File: src/rtl/matrix_stream_feeder.sv
// Feeds one S x S operand matrix into the systolic skew stage, one column per cycle,
// followed by S-1 zero vectors so the most-delayed lane drains into the PE array.
module matrix_stream_feeder #(
  parameter int N  = 2,
  parameter int S  = 4,
  parameter int IW = 2
) (
  input  logic           clk,
  input  logic           rst,
  input  logic           ld_en,
  input  logic [IW-1:0]  ld_row,
  input  logic [IW-1:0]  ld_col,
  input  logic [N-1:0]   ld_data,
  input  logic           start,
  output logic           busy,
  output logic           out_vld,
  output logic [S*N-1:0] out_data,
  output logic           done
);

  typedef enum logic [1:0] {IDLE, STREAM, FLUSH, DONE} state_e;

  state_e         state_q, state_d;
  logic [IW:0]    cnt_q, cnt_d;
  logic [N-1:0]   mem_q [S][S];
  logic [S*N-1:0] data_q, data_d;
  logic           vld_q, vld_d;
  logic           busy_q, busy_d;
  logic           done_q, done_d;

  always_ff @(posedge clk or negedge rst) begin
    if (!rst) begin
      state_q <= IDLE;
      cnt_q   <= '0;
    end else begin
      state_q <= state_d;
      cnt_q   <= cnt_d;
    end
  end

  always_comb begin
    state_d = state_q;
    cnt_d   = cnt_q;
    case (state_q)
      IDLE: begin
        if (start) begin
          state_d = STREAM;
          cnt_d   = '0;
        end
      end
      STREAM: begin
        if (int'(cnt_q) == S - 1) begin
          if (S > 1) state_d = FLUSH;
          else       state_d = DONE;
          cnt_d = '0;
        end else begin
          cnt_d = cnt_q + 1'b1;
        end
      end
      FLUSH: begin
        if (int'(cnt_q) >= S - 2) begin
          state_d = DONE;
          cnt_d   = '0;
        end else begin
          cnt_d = cnt_q + 1'b1;
        end
      end
      DONE:    state_d = IDLE;
      default: state_d = IDLE;
    endcase
  end

  // Output values are computed from the current state and registered at the next edge,
  // which gives the one-cycle start-to-first-vector latency.
  always_comb begin
    data_d = '0;
    vld_d  = 1'b0;
    busy_d = 1'b0;
    done_d = 1'b0;
    case (state_q)
      IDLE: busy_d = start;
      STREAM: begin
        busy_d = 1'b1;
        vld_d  = 1'b1;
        for (int r = 0; r < S; r++) begin
          for (int c = 0; c < S; c++) begin
            if (int'(cnt_q) == c) data_d[S*N-1-r*N -: N] = mem_q[r][c];
          end
        end
      end
      FLUSH: begin
        busy_d = 1'b1;
        vld_d  = 1'b1;
      end
      DONE:    done_d = 1'b1;
      default: ;
    endcase
  end

  always_ff @(posedge clk or negedge rst) begin
    if (!rst) begin
      data_q <= '0;
      vld_q  <= 1'b0;
      busy_q <= 1'b0;
      done_q <= 1'b0;
    end else begin
      data_q <= data_d;
      vld_q  <= vld_d;
      busy_q <= busy_d;
      done_q <= done_d;
    end
  end

  // Writes land only while idle; indices outside the matrix match no entry.
  always_ff @(posedge clk or negedge rst) begin
    if (!rst) begin
      for (int r = 0; r < S; r++) begin
        for (int c = 0; c < S; c++) begin
          mem_q[r][c] <= '0;
        end
      end
    end else if (state_q == IDLE && ld_en) begin
      for (int r = 0; r < S; r++) begin
        for (int c = 0; c < S; c++) begin
          if (int'(ld_row) == r && int'(ld_col) == c) mem_q[r][c] <= ld_data;
        end
      end
    end
  end

  assign out_data = data_q;
  assign out_vld  = vld_q;
  assign busy     = busy_q;
  assign done     = done_q;

endmodule

File: config.mk
export PLATFORM = sky130hd
export DESIGN_NAME = matrix_stream_feeder
export DESIGN_NICKNAME = d
export VERILOG_FILES = /design/src/rtl/matrix_stream_feeder.sv
export SDC_FILE = /design/constraint.sdc
export NUM_CORES = 1
export LEC_CHECK = 0
export CAP_MARGIN = 5
export CORE_AREA = 2 2 90 113
export CTS_BUF_LIST = sky130_fd_sc_hd__clkbuf_8
export DETAILED_ROUTE_END_ITERATION = 10
export DIE_AREA = 0 0 92 115
export SYNTH_ARGS = -nofsm -noshare
export SYNTH_HDL_FRONTEND = slang
export SYNTH_SLANG_ARGS = --single-unit
File: constraint.sdc
create_clock -name clk -period 1.89 [get_ports clk]
set_clock_uncertainty 0.15 [all_clocks]
set_input_delay 0.189 -clock clk [delete_from_list [all_inputs] [get_ports clk]]
set_output_delay 0.189 -clock clk [all_outputs]
set_load 0.05 [all_outputs]
==> impl_results.md <==
* Status: complete, no violations
* Crit Path Category: register to register
* Post-route ant nets at 0
* Final GP Congestion at 0.8015
* Post-synthesis cell count at 196
* Starting Density at 0.2433
* Max Fclk at 0.5400 GHz
* Leakage at 1.379 nW
* Peak supply drop at 0.6432 mV
* Vias in the first global route at around 1800
* HPWL Detailed at 3683 um
* FFs w/ async S/R, synth at 1.000
* Final hold vios at 0
* CTS Buf Count at 5
* Synth area leaders: dfrtp_1 52%, mux2_2 13%, ha_1 5.9%
* Port buffer count at 20
* Cell variety after synth at 32
* Overall power at 0.004294 W
* Leading area contributor after synthesis: dfrtp_1
* Top-area cell type share of the netlist area at 0.5192
* Min cycle time layout at about 1900 ps
* Finished Layout Cells at 367
* Worst skew pair latency at 310 ps
* Post-place setup slack at -43.97 ps
* Mean Syn Cell Area at 11.80 um^2
* R2r setup slk at 40 ps
* Row cnt at 40
* CTS HTree Levels at 2
* Register area share after synthesis at 0.5192
* EDFF count, synth at 0
* Max Cap Viol at 0
* Overall routing resource usage at 0.1094
* Reg clk slew, reported paths at 90 ps
* Die ar. at 10580 um^2
* RSZ-0062 raised after global routing: true
* CTS tree: done
* Bufs on Longest Clock Path at 2
* Detailed Routing Iterations Pass 1 at 4
* Placeable Area at between 9000 and 10000 um^2
* Via count at 1651
* Cells after DPL at 356
* Most instantiated cells after synthesis: 48 x dfrtp_1, 27 x mux2_2, 13 x nand2_1, 13 x nor2_1
* CP endpoint kind: register
* Grt ovf at 0
* Io pins at 21
* Setup-failing EPs final at 0
* Yosys reg bits at between 40 and 50
* Most frequent cell after synthesis: dfrtp_1
* Worst Path Required at around 1900 ps
* Die Y at 115 um
* Pins Over Slew Limit at 0
* Most used DFF post-synth: dfrtp_1
* Root buffer cell: clkbuf_8
* Startpoint Class: register
* CTS sink cnt at 48
* Drt total wl at roughly 5400 um
* # DRC at 0
* Synth-to-Final Area Change at 30.39%
* Largest net degree at the start of global routing at 26
* Maximum fanout along the worst path at 8
* Wire length per cell at 14.60 um
* Drt via density at ~4.5
* Final period util at 0.9798
* Layout cells sized above 1 at 0.3237
* Initial antenna violation count at 0
* HP Class: input port to asynchronous set/reset pin
* Worst-margin pin slew at 573.0 ps
* Antenna fix cells at 0
* Slew HR at 0.6180
* DRT iter0 DRCs at 75
* Final setup margin at 38.19 ps
* Worst path arrival time at around 1900 ps
* Chip width at around 92 um
* Synthesized cell area at ~2300 um^2
* Nets at about 260
* Synthesized Nets at 217
* Synth warn at 0
* First-pass GRT wire length at between 8000 and 9000 um
* Power Dens Cells at 1423 nW/um^2
per-layer routing:
metal / share of wire / global-route usage / vias to the layer above
met2: 0.53 / 0.2025 / 35
met4: 0.016 / 0.03582 / 0
met3: 0.043 / 0.02883 / 8
met1: 0.41 / 0.1222 / 830
met5: 0 / 0 / -
li1: - / - / 778
area by class of cell:
class / instances / area (um^2)
fillers: 981 / 6492
flip-flops and latches: 48 / 1201
multi-input cells: 130 / 1110
repair buffers: 47 / 421.7
well taps: 126 / 157.7
clock buffers: 6 / 82.58
inverters: 8 / 30.03
clock inverters: 2 / 13.76
logic make-up (layout without fill, tap and decap cells):
group,count (synthesis),after routing,synth area share
buffers and inverters,18,63,0.03028
and+or+nand+nor,61,61,0.1439
muxes,34,34,0.1644
AOI/OAI and AO/OA,24,24,0.08275
DFF,48,48,0.5192
adders and majority gates,11,11,0.05949
through the flow:
stage	hold slack, ps	util	TNS (ps)	instance area, um^2
floorplan	-256.6	-	0	2327
global placement	75.99	0.2964	-133.4	2819
detailed placement	74.77	0.2964	-247.4	2819
CTS	277.9	0.3101	0	2949
global route	305.5	0.3172	-25.24	3017
finish	252.3	0.3172	0	3017
registers in the layout (all words and copies together), names as in the netlist:
signal    count
cnt_q         3
state_q       2
out_data      8
busy          1
out_vld       1
mem_q        32
done          1
path summary, 6_finish.rpt:
kind | startpoint | endpoint | depth (start not counted)
worst max-delay path | cnt_q[1] | out_data[4] | 6
worst min-delay path | rst | mem_q[1] | 2
worst max register to register | cnt_q[1] | out_data[4] | 6
worst min register to register | mem_q[28] | mem_q[28] | 1
max in group asynchronous | rst | mem_q[13] | 3
min in group clk | mem_q[28] | mem_q[28] | 1
repair_timing:
action / CTS / global route
setup endpoints to repair: 13 / 23
hold buffers: 1 / 0
buffers inserted: 1 / 1
pin swaps: 0 / 3
gates cloned: 0 / 0
gates resized for setup: 4 / 14
hold endpoints to repair: 23 / 0
critical path: stages (launching register included):
cell,delay (ps)
dfrtp_1,410
ha_2,220
ha_4,160
or2_0,200
buf_6,140
a221o_1,280
and3_4,170
placed cells by master (no fill, tap or decap), drive strengths merged:
| cell | count |
|---|---|
| o2bb2ai | 1 |
| nor3 | 1 |
| nand3b | 2 |
| buf | 28 |
| mux2 | 32 |
| nor2b | 11 |
| nand2b | 2 |
| mux2i | 2 |
| clkbuf | 6 |
| inv | 9 |
| a21oi | 1 |
| nor4b | 1 |
| dlygate4sd3 | 1 |
| a221o | 7 |
| nor2 | 13 |
| and3 | 8 |
| dfrtp | 48 |
| o211a | 1 |
| and4bb | 1 |
| or3 | 3 |
| or4 | 1 |
| nand4 | 1 |
| clkdlybuf4s50 | 18 |
| ha | 11 |
| a22oi | 1 |
| o21ai | 3 |
| nand2 | 13 |
| nand4b | 2 |
| or2 | 2 |
| clkinv | 1 |
| o31ai | 10 |
where the power goes:
part	switching (W)	leakage, nW	internal [W]
clock network	0.000344	0.0516	0.000299
registers	0.000207	0.634	0.00144
logic	0.00103	0.693	0.000980
total	0.00158	1.38	0.00272
No activity file was read; power rests on OpenSTA's default activity.
